**src/rtl/pito_pkg.sv**
```systemverilog
// Shared definitions for the pito barrel core and its MVU job dispatcher.
//   NUM_HARTS        : default number of barrel harts / CSR files
//   HART_CNT_WIDTH   : width of a hart index
//   MVU_DISP_TIMEOUT : default BUSY cycle limit before a forced completion
//   mvu_disp_state_t : dispatcher FSM states
package pito_pkg;

  localparam int NUM_HARTS        = 8;
  localparam int HART_CNT_WIDTH   = $clog2(NUM_HARTS);
  localparam int MVU_DISP_TIMEOUT = 65535;

  typedef enum logic [1:0] {
    IDLE,
    LAUNCH,
    BUSY,
    IRQ
  } mvu_disp_state_t;

endpackage

```
**src/rtl/mvu_job_dispatcher_if.sv**
```systemverilog
// Bundle between the CSR file bank / MVU and the job dispatcher.
//   slave  : dispatcher side (takes per-hart starts, packed CSR config and
//            the MVU done pulse; drives irqs, MVU launch and the snapshot)
//   master : CSR bank / MVU side (the opposite directions)
// Packed per-hart fields place hart h at bits [h*32 +: 32].
interface mvu_job_dispatcher_if
  import pito_pkg::*;
#(
  parameter int NUM_HARTS      = 8,
  parameter int HART_CNT_WIDTH = pito_pkg::HART_CNT_WIDTH
);

  logic [NUM_HARTS-1:0]      mvu_start;
  logic [32*NUM_HARTS-1:0]   csr_mvu_wbaseaddr;
  logic [32*NUM_HARTS-1:0]   csr_mvu_ibaseaddr;
  logic [32*NUM_HARTS-1:0]   csr_mvu_obaseaddr;
  logic [32*NUM_HARTS-1:0]   csr_mvu_precision;
  logic [32*NUM_HARTS-1:0]   csr_mvu_command;
  logic [32*NUM_HARTS-1:0]   csr_mvu_quant;
  logic                      mvu_done_i;

  logic [NUM_HARTS-1:0]      mvu_irq;
  logic                      mvu_start_o;
  logic                      mvu_busy_o;
  logic [HART_CNT_WIDTH-1:0] active_hart_o;
  logic                      mvu_err_o;
  logic [31:0]               mvu_wbaseaddr_o;
  logic [31:0]               mvu_ibaseaddr_o;
  logic [31:0]               mvu_obaseaddr_o;
  logic [31:0]               mvu_precision_o;
  logic [31:0]               mvu_command_o;
  logic [31:0]               mvu_quant_o;

  modport slave (
    input  mvu_start, csr_mvu_wbaseaddr, csr_mvu_ibaseaddr, csr_mvu_obaseaddr,
           csr_mvu_precision, csr_mvu_command, csr_mvu_quant, mvu_done_i,
    output mvu_irq, mvu_start_o, mvu_busy_o, active_hart_o, mvu_err_o,
           mvu_wbaseaddr_o, mvu_ibaseaddr_o, mvu_obaseaddr_o,
           mvu_precision_o, mvu_command_o, mvu_quant_o
  );

  modport master (
    output mvu_start, csr_mvu_wbaseaddr, csr_mvu_ibaseaddr, csr_mvu_obaseaddr,
           csr_mvu_precision, csr_mvu_command, csr_mvu_quant, mvu_done_i,
    input  mvu_irq, mvu_start_o, mvu_busy_o, active_hart_o, mvu_err_o,
           mvu_wbaseaddr_o, mvu_ibaseaddr_o, mvu_obaseaddr_o,
           mvu_precision_o, mvu_command_o, mvu_quant_o
  );

endinterface

```
**src/rtl/mvu_rr_arbiter.sv**
```systemverilog
// Combinational round-robin pick among requesting harts.
//   req        : per-hart request vector
//   last_grant : most recent winner; search starts at last_grant+1
//   valid      : any request present
//   grant_idx  : first requesting hart at or after last_grant+1 (wrapping)
module mvu_rr_arbiter
  import pito_pkg::*;
#(
  parameter int NUM_HARTS      = 8,
  parameter int HART_CNT_WIDTH = pito_pkg::HART_CNT_WIDTH
) (
  input  logic [NUM_HARTS-1:0]      req,
  input  logic [HART_CNT_WIDTH-1:0] last_grant,
  output logic                      valid,
  output logic [HART_CNT_WIDTH-1:0] grant_idx
);

  logic [2*NUM_HARTS-1:0] req_dbl;
  logic [NUM_HARTS-1:0]   req_rot;
  int                     offset;
  int                     pick;

  // Rotate the request vector so bit 0 is hart last_grant+1; the lowest set
  // bit of the rotated vector is then the distance to the winner.
  always_comb begin
    req_dbl = {req, req};
    req_rot = NUM_HARTS'(req_dbl >> (int'(last_grant) + 1));
    offset  = 0;
    for (int i = NUM_HARTS - 1; i >= 0; i--) begin
      if (req_rot[i]) offset = i;
    end
    pick = int'(last_grant) + 1 + offset;
    if (pick >= NUM_HARTS) pick = pick - NUM_HARTS;
    valid     = |req;
    grant_idx = HART_CNT_WIDTH'(pick);
  end

endmodule

```
**src/rtl/mvu_job_dispatcher.sv**
```systemverilog
// MVU-side endpoint of the per-hart CSR/MVU interface. Collects per-hart job
// requests, grants them round-robin, snapshots the winner's configuration,
// launches the single MVU, waits for done (or timeout) and returns a
// one-cycle irq to the originating hart.
//   clk, rst_n : clock and asynchronous active-low reset
//   bus        : mvu_job_dispatcher_if slave modport (CSR + MVU signals)
//   TIMEOUT_CYCLES : BUSY cycle limit before a forced error completion,
//                    0 disables the limit
module mvu_job_dispatcher
  import pito_pkg::*;
#(
  parameter int NUM_HARTS      = 8,
  parameter int HART_CNT_WIDTH = pito_pkg::HART_CNT_WIDTH,
  parameter int TIMEOUT_CYCLES = MVU_DISP_TIMEOUT
) (
  input logic                clk,
  input logic                rst_n,
  mvu_job_dispatcher_if.slave bus
);

  localparam int CNT_W = (TIMEOUT_CYCLES == 0) ? 1 : $clog2(TIMEOUT_CYCLES + 1);

  mvu_disp_state_t           state;
  logic [NUM_HARTS-1:0]      pending;
  logic [NUM_HARTS-1:0]      pending_next;
  logic [NUM_HARTS-1:0]      clear_mask;
  logic [NUM_HARTS-1:0]      irq_onehot;
  logic [HART_CNT_WIDTH-1:0] last_grant;
  logic [CNT_W-1:0]          cnt;
  logic                      timeout_hit;
  logic                      arb_valid;
  logic [HART_CNT_WIDTH-1:0] arb_idx;
  logic [31:0] sel_w, sel_i, sel_o, sel_p, sel_c, sel_q;

  mvu_rr_arbiter #(
    .NUM_HARTS      (NUM_HARTS),
    .HART_CNT_WIDTH (HART_CNT_WIDTH)
  ) u_arb (
    .req        (pending),
    .last_grant (last_grant),
    .valid      (arb_valid),
    .grant_idx  (arb_idx)
  );

  // A new start for a bit being granted this edge must survive, so the set
  // is OR-ed in after the clear.
  always_comb begin
    clear_mask = '0;
    if (state == IDLE && arb_valid) clear_mask[arb_idx] = 1'b1;
    pending_next = (pending & ~clear_mask) | bus.mvu_start;
  end

  // Config mux for the current arbitration winner.
  always_comb begin
    sel_w = '0;
    sel_i = '0;
    sel_o = '0;
    sel_p = '0;
    sel_c = '0;
    sel_q = '0;
    for (int h = 0; h < NUM_HARTS; h++) begin
      if (arb_idx == HART_CNT_WIDTH'(h)) begin
        sel_w = bus.csr_mvu_wbaseaddr[h*32 +: 32];
        sel_i = bus.csr_mvu_ibaseaddr[h*32 +: 32];
        sel_o = bus.csr_mvu_obaseaddr[h*32 +: 32];
        sel_p = bus.csr_mvu_precision[h*32 +: 32];
        sel_c = bus.csr_mvu_command[h*32 +: 32];
        sel_q = bus.csr_mvu_quant[h*32 +: 32];
      end
    end
  end

  assign timeout_hit = (TIMEOUT_CYCLES != 0) && (cnt == CNT_W'(TIMEOUT_CYCLES - 1));
  assign irq_onehot  = {{(NUM_HARTS-1){1'b0}}, 1'b1} << bus.active_hart_o;

  always_ff @(posedge clk or negedge rst_n) begin
    if (!rst_n) begin
      state               <= IDLE;
      pending             <= '0;
      last_grant          <= HART_CNT_WIDTH'(NUM_HARTS - 1);
      cnt                 <= '0;
      bus.mvu_irq         <= '0;
      bus.mvu_start_o     <= 1'b0;
      bus.mvu_busy_o      <= 1'b0;
      bus.active_hart_o   <= '0;
      bus.mvu_err_o       <= 1'b0;
      bus.mvu_wbaseaddr_o <= '0;
      bus.mvu_ibaseaddr_o <= '0;
      bus.mvu_obaseaddr_o <= '0;
      bus.mvu_precision_o <= '0;
      bus.mvu_command_o   <= '0;
      bus.mvu_quant_o     <= '0;
    end else begin
      pending         <= pending_next;
      // Launch, irq and err are single-cycle pulses.
      bus.mvu_start_o <= 1'b0;
      bus.mvu_irq     <= '0;
      bus.mvu_err_o   <= 1'b0;
      unique case (state)
        IDLE: begin
          if (arb_valid) begin
            last_grant          <= arb_idx;
            bus.active_hart_o   <= arb_idx;
            bus.mvu_wbaseaddr_o <= sel_w;
            bus.mvu_ibaseaddr_o <= sel_i;
            bus.mvu_obaseaddr_o <= sel_o;
            bus.mvu_precision_o <= sel_p;
            bus.mvu_command_o   <= sel_c;
            bus.mvu_quant_o     <= sel_q;
            bus.mvu_start_o     <= 1'b1;
            bus.mvu_busy_o      <= 1'b1;
            state               <= LAUNCH;
          end
        end
        LAUNCH: begin
          cnt   <= '0;
          state <= BUSY;
        end
        BUSY: begin
          // Done takes precedence over a timeout in the same cycle.
          if (bus.mvu_done_i) begin
            bus.mvu_irq <= irq_onehot;
            state       <= IRQ;
          end else if (timeout_hit) begin
            bus.mvu_irq   <= irq_onehot;
            bus.mvu_err_o <= 1'b1;
            state         <= IRQ;
          end else begin
            cnt <= cnt + CNT_W'(1);
          end
        end
        IRQ: begin
          bus.mvu_busy_o <= 1'b0;
          state          <= IDLE;
        end
        default: state <= IDLE;
      endcase
    end
  end

endmodule
```
**src/flat_wrapper.sv**
```systemverilog
// flat-port wrapper written by rule: the top's interface ports become plain ports
module mvu_job_dispatcher_flat import pito_pkg::*;
#(
  parameter int NUM_HARTS      = 8,
  parameter int HART_CNT_WIDTH = pito_pkg::HART_CNT_WIDTH,
  parameter int TIMEOUT_CYCLES = MVU_DISP_TIMEOUT
)
  (clk, rst_n, bus_mvu_start, bus_csr_mvu_wbaseaddr, bus_csr_mvu_ibaseaddr, bus_csr_mvu_obaseaddr, bus_csr_mvu_precision, bus_csr_mvu_command, bus_csr_mvu_quant, bus_mvu_done_i, bus_mvu_irq, bus_mvu_start_o, bus_mvu_busy_o, bus_active_hart_o, bus_mvu_err_o, bus_mvu_wbaseaddr_o, bus_mvu_ibaseaddr_o, bus_mvu_obaseaddr_o, bus_mvu_precision_o, bus_mvu_command_o, bus_mvu_quant_o);
  mvu_job_dispatcher_if #(.NUM_HARTS(NUM_HARTS), .HART_CNT_WIDTH(HART_CNT_WIDTH)) bus_i ();
  input logic clk;
  input logic rst_n;
  input wire logic [$bits(bus_i.mvu_start)-1:0] bus_mvu_start;
  input wire logic [$bits(bus_i.csr_mvu_wbaseaddr)-1:0] bus_csr_mvu_wbaseaddr;
  input wire logic [$bits(bus_i.csr_mvu_ibaseaddr)-1:0] bus_csr_mvu_ibaseaddr;
  input wire logic [$bits(bus_i.csr_mvu_obaseaddr)-1:0] bus_csr_mvu_obaseaddr;
  input wire logic [$bits(bus_i.csr_mvu_precision)-1:0] bus_csr_mvu_precision;
  input wire logic [$bits(bus_i.csr_mvu_command)-1:0] bus_csr_mvu_command;
  input wire logic [$bits(bus_i.csr_mvu_quant)-1:0] bus_csr_mvu_quant;
  input wire logic [$bits(bus_i.mvu_done_i)-1:0] bus_mvu_done_i;
  output wire logic [$bits(bus_i.mvu_irq)-1:0] bus_mvu_irq;
  output wire logic [$bits(bus_i.mvu_start_o)-1:0] bus_mvu_start_o;
  output wire logic [$bits(bus_i.mvu_busy_o)-1:0] bus_mvu_busy_o;
  output wire logic [$bits(bus_i.active_hart_o)-1:0] bus_active_hart_o;
  output wire logic [$bits(bus_i.mvu_err_o)-1:0] bus_mvu_err_o;
  output wire logic [$bits(bus_i.mvu_wbaseaddr_o)-1:0] bus_mvu_wbaseaddr_o;
  output wire logic [$bits(bus_i.mvu_ibaseaddr_o)-1:0] bus_mvu_ibaseaddr_o;
  output wire logic [$bits(bus_i.mvu_obaseaddr_o)-1:0] bus_mvu_obaseaddr_o;
  output wire logic [$bits(bus_i.mvu_precision_o)-1:0] bus_mvu_precision_o;
  output wire logic [$bits(bus_i.mvu_command_o)-1:0] bus_mvu_command_o;
  output wire logic [$bits(bus_i.mvu_quant_o)-1:0] bus_mvu_quant_o;
  assign bus_i.mvu_start = bus_mvu_start;
  assign bus_i.csr_mvu_wbaseaddr = bus_csr_mvu_wbaseaddr;
  assign bus_i.csr_mvu_ibaseaddr = bus_csr_mvu_ibaseaddr;
  assign bus_i.csr_mvu_obaseaddr = bus_csr_mvu_obaseaddr;
  assign bus_i.csr_mvu_precision = bus_csr_mvu_precision;
  assign bus_i.csr_mvu_command = bus_csr_mvu_command;
  assign bus_i.csr_mvu_quant = bus_csr_mvu_quant;
  assign bus_i.mvu_done_i = bus_mvu_done_i;
  assign bus_mvu_irq = bus_i.mvu_irq;
  assign bus_mvu_start_o = bus_i.mvu_start_o;
  assign bus_mvu_busy_o = bus_i.mvu_busy_o;
  assign bus_active_hart_o = bus_i.active_hart_o;
  assign bus_mvu_err_o = bus_i.mvu_err_o;
  assign bus_mvu_wbaseaddr_o = bus_i.mvu_wbaseaddr_o;
  assign bus_mvu_ibaseaddr_o = bus_i.mvu_ibaseaddr_o;
  assign bus_mvu_obaseaddr_o = bus_i.mvu_obaseaddr_o;
  assign bus_mvu_precision_o = bus_i.mvu_precision_o;
  assign bus_mvu_command_o = bus_i.mvu_command_o;
  assign bus_mvu_quant_o = bus_i.mvu_quant_o;
  mvu_job_dispatcher #(.NUM_HARTS(NUM_HARTS), .HART_CNT_WIDTH(HART_CNT_WIDTH), .TIMEOUT_CYCLES(TIMEOUT_CYCLES)) u_core (.clk(clk), .rst_n(rst_n), .bus(bus_i));
endmodule
```
**config.mk**
```make
export PLATFORM = sky130hd
export DESIGN_NAME = mvu_job_dispatcher_flat
export DESIGN_NICKNAME = d
export VERILOG_FILES = /design/src/rtl/pito_pkg.sv /design/src/rtl/mvu_job_dispatcher_if.sv /design/src/rtl/mvu_rr_arbiter.sv /design/src/rtl/mvu_job_dispatcher.sv /design/src/flat_wrapper.sv
export SDC_FILE = /design/constraint.sdc
export NUM_CORES = 1
export LEC_CHECK = 0
export BUFFER_PORTS_ARGS = -buffer_cell sky130_fd_sc_hd__buf_4
export CELL_PAD_IN_SITES_DETAIL_PLACEMENT = 1
export CELL_PAD_IN_SITES_GLOBAL_PLACEMENT = 2
export CORE_AREA = 5 5 676 678
export CTS_BUF_LIST = sky130_fd_sc_hd__clkbuf_8
export DETAILED_ROUTE_END_ITERATION = 8
export DIE_AREA = 0 0 681 683
export GPL_TIMING_DRIVEN = 0
export PLACE_DENSITY_LB_ADDON = 0.1
export SLEW_MARGIN = 20
export SYNTH_ARGS = -nofsm -noshare
export SYNTH_HDL_FRONTEND = slang
export SYNTH_SLANG_ARGS = --single-unit
```
**constraint.sdc**
```tcl
create_clock -name clk -period 10.1 [get_ports clk]
set_clock_uncertainty 0.05 [all_clocks]
set_input_delay 0.505 -clock clk [delete_from_list [all_inputs] [get_ports clk]]
set_output_delay 0.505 -clock clk [all_outputs]
set_load 0.02 [all_outputs]
```
==> results by group <==
Cells and area
  – Layout cells sized above 1: between 40% and 50%
  – Final-stage net count: 7110
  – Area grow syn2layout: 103.4%
  – Fill count: roughly 54000

STA
  – Hold Fails Final Rpt: 0
  – WHS: around 0.14 ns
  – Final period utilization: approximately 74%
  – Worst-margin pin slew: 1.174 ns
  – Slew headroom: 21.73%
  – Max Fclk: roughly 130 MHz
  – Final Setup Violations: 0
  – Pins Over Slew Limit: 0
  – Min Tclk post-route: 7.475 ns
  – RSZ-0062 raised after global routing: no

Drt
  – Final wirelength: between 300 and 400 mm
  – Via count: between 30000 and 40000
  – Drt pass-1 iters: 7
  – Post-route ant nets: 0
  – DR WL/cell: approximately 33 µm
  – Via density per instance: around 3.3
  – DRC: 0
  – DR iter-0 viols: 1828

Yosys
  – Synth Cell Area: approximately 26000 µm²
  – Synth Instances: approximately 3300
  – Syn Nets: approximately 4900
  – YS warnings: 0
  – Post-synthesis sequential area ratio: roughly 23%
  – Mean Syn Cell Area: slightly below 8 µm²
  – Unique cell type count in the Yosys netlist: 69
  – Post-synth EDFFs: 0
  – Main flop type after synthesis: dfrtp_1
  – Seq cells post-synth: roughly 240
  – Async S/R FF share, synth: 100.0%

Hold path
  – Hold WC Path Type: in2reg
  – Hold Path Stages: 3

Worst setup path
  – Crit path max-delay cell type: buf_1
  – CP delay by family, top: buffers and inverters
  – Crit path kind: reg2reg
  – CP max FO: 10
  – Worst Reg-to-Reg Cells: 21
  – Crit path buf inv count: 7
  – Worst EP required: 10.80 ns
  – Setup crit end kind: register
  – Worst path cell trace: clkbuf_1 -> clkbuf_1 -> mux2i_1 -> a32oi_1 -> a221oi_1 -> a2111oi_0 -> o22ai_1 -> o211ai_1 -> ha_1 -> buf_2 -> clkbuf_2 -> buf_12 -> buf_1 -> mux2i_1 -> nor2_1 -> a21oi_1 -> nor3_1 -> o21ai_0 -> nand3_1 -> a221o_1 -> dlygate4sd3_1
  – CP Depth: 21
  – CP peak stage delay: slightly below 0.9 ns
  – WP data arrival: 8.18 ns
  – Startpoint types: register

Clocking
  – Post-CTS resize count: 0
  – Root buf cell: clkbuf_8
  – CTS max path bufs: 4
  – TritonCTS Sinks: roughly 240
  – Post-CTS Hold Buffers: between 300 and 400
  – Setup Buffers After CTS: 0
  – CTS tree: done
  – Clock transition at the registers of the reported paths: 0.06 ns
  – Worst skew pair latency: about 0.9 ns
  – CTS H-tree lvls: 3
  – CTS buffer count: 76

Global routing
  – Vias in the first global route: about 42000
  – Largest net degree at the start of global routing: a little under 60
  – Total track usage: between 10% and 20%
  – Total congestion overflow: 0
  – First-pass GRT wire length: roughly 480 mm
  – Initial antenna violation count: 211

Die
  – Die Width: slightly below 700 µm
  – Num rows: 247
  – Initial Util: roughly 5.8%
  – Die height: just under 700 µm
  – Die area: 465100 µm²
  – Core ar.: between 400000 and 500000 µm²
  – Io pins: roughly 1800

Place
  – Number of port buffers: between 1500 and 2000
  – HPWL Detailed: between 300 and 400 mm
  – RD Place Congestion: between 0.8 and 0.9

Job
  – Max Cap Viol: 0

Status
  – Status: finished, final reports clean
==> worst min-delay path: stages <==
cell	delay, ns
buf_4	0.08
a22o_1	0.26
a221o_1	0.18
==> path summary, 6_finish.rpt <==
| check | start | to | slack [ns] |
|---|---|---|---|
| max reg2reg | u_core.last_grant[2] | u_core.bus.mvu_quant_o[9] | 2.62 |
| min in group asynchronous | rst_n | u_core.cnt[9] | 0.66 |
| min reg2reg | u_core.cnt[6] | u_core.cnt[6] | 0.50 |
| max in group asynchronous | rst_n | u_core.bus.mvu_busy_o | 8.23 |
| min | bus_csr_mvu_ibaseaddr[209] | u_core.bus.mvu_ibaseaddr_o[17] | 0.14 |
| max | u_core.last_grant[2] | u_core.bus.mvu_quant_o[9] | 2.62 |
==> sequential cells by signal, indices dropped and copies added (netlist names) <==
signal,count
u_core.bus.mvu_command_o,32
u_core.bus.mvu_ibaseaddr_o,32
u_core.bus.mvu_obaseaddr_o,32
u_core.bus.mvu_precision_o,32
u_core.bus.mvu_quant_o,32
u_core.bus.mvu_wbaseaddr_o,32
u_core.cnt,16
u_core.bus.mvu_irq,8
u_core.pending,8
u_core.bus.active_hart_o,3
u_core.last_grant,3
u_core.state,2
u_core.bus.mvu_busy_o,1
u_core.bus.mvu_err_o,1
u_core.bus.mvu_start_o,1
==> cell type report <==
| class | count | area, µm² | share of cell area (%) |
|---|---|---|---|
| Antenna cell | 51 | 127.6 | 0.2409 |
| Clock buffer | 91 | 1252 | 2.364 |
| Timing Repair Buffer | 2167 | 17770 | 33.54 |
| Tap cell | 5976 | 7477 | 14.11 |
| Multi-Input combinational cell | 2671 | 18470 | 34.86 |
| Buffer | 392 | 1792 | 3.382 |
| Inverter | 11 | 41.29 | 0.07793 |
| Clock inverter | 38 | 170.2 | 0.3212 |
| Sequential cell | 235 | 5884 | 11.11 |
==> placed cells by master, fill, tap and decap left out, types with 6 or more instances in the layout <==
cell and n:
a22o_1 184, mux2i_1 180, nand2b_1 10, buf_8 6, clkbuf_1 213, nand2_1 206, a21oi_2 6, mux2_2 369
clkbuf_2 38, nor2_1 230, a221o_1 184, inv_1 37, buf_1 35, mux2i_2 8, buf_16 17, a31oi_1 10
nand4_1 6, buf_12 13, ha_1 8, dlygate4sd3_1 377, a21oi_1 200, nor3_1 378, diode_2 51, clkinv_2 7
xor2_1 10, dfrtp_1 232, nor2b_1 6, mux4_2 17, o21ai_0 205, nand3_1 384, buf_6 21, buf_2 77
clkbuf_8 91, buf_4 1757
==> cell usage after synthesis (2+ instances only) <==
library cell  count  area, µm²
nand3_1         384       1922
nor3_1          378       1892
mux2_2          369       4155
clkbuf_1        256      960.9
dfrtp_1         232       5806
nor2_1          230      863.3
nand2_1         206      773.2
a21oi_1         205       1026
o21ai_0         205       1026
mux2i_1         188       1882
a221o_1         184       1842
a22o_1          184       1612
buf_2            69      345.3
buf_1            43      161.4
buf_6            18      202.7
mux4_2           17      382.9
xor2_1           11      96.34
a31oi_1          10      62.56
inv_1            10      37.54
nand2b_1         10      62.56
ha_1              8      100.1
buf_4             6      45.04
nand4_1           6      37.54
nor2b_1           6      37.54
a21o_1            5      37.54
nand3b_1          4      30.03
o211ai_1          4      30.03
or3_1             4      25.02
a211oi_1          3      22.52
and4_1            3      26.28
dfstp_2           3      78.83
xnor2_1           3      26.28
a211oi_2          2      25.02
a41oi_1           2      17.52
and2_1            2      12.51
nor3b_1           2      15.01
nor4_1            2      12.51
nor4b_2           2      30.03
o2111ai_1         2      17.52
o21ba_2           2      20.02
==> routing by layer <==
metal / wire [µm] / vias to the layer above / part of all wire, % / GRT usage (%)
met2: 190000 / 1489 / 49 / 27.89
met1: 162300 / 18754 / 42 / 19.28
met5: 709 / - / 0.18 / 0
met3: 28650 / 382 / 7.4 / 4.889
met4: 6746 / 112 / 1.7 / 2.565
li1: - / 17093 / - / -
==> cell families after synthesis <==
group                      count (synthesis)  share of synthesized area [%]
DFF                                      235                          22.59
AOI/OAI and AO/OA                        827                          22.73
adders and majority gates                  9                         0.4612
buffers and inverters                    403                          6.745
and+or+nand+nor                         1247                          22.35
muxes                                    574                          24.65
xor gates and xnor gates                  14                         0.4708
==> metrics by stage <==
| stage | setup TNS, ns | instances | instance area, µm² | setup slack [ns] | util (%) |
|---|---|---|---|---|---|
| after floorplan | 0 | 3309 | 26050 | 5.678 | - |
| after global placement | -1.866 | 11037 | 46670 | -0.3585 | 10.36 |
| after detailed placement | 0 | 11075 | 47660 | 2.754 | 10.58 |
| after CTS | 0 | 11581 | 52850 | 2.138 | 11.73 |
| after global routing | 0 | 11597 | 52900 | 1.940 | 11.74 |
| final | 0 | 11632 | 52980 | 2.625 | 11.76 |
Power is left out: the tool's default activity adds up to more than one toggle a clock period on the data nets, which glitch-free logic cannot reach.
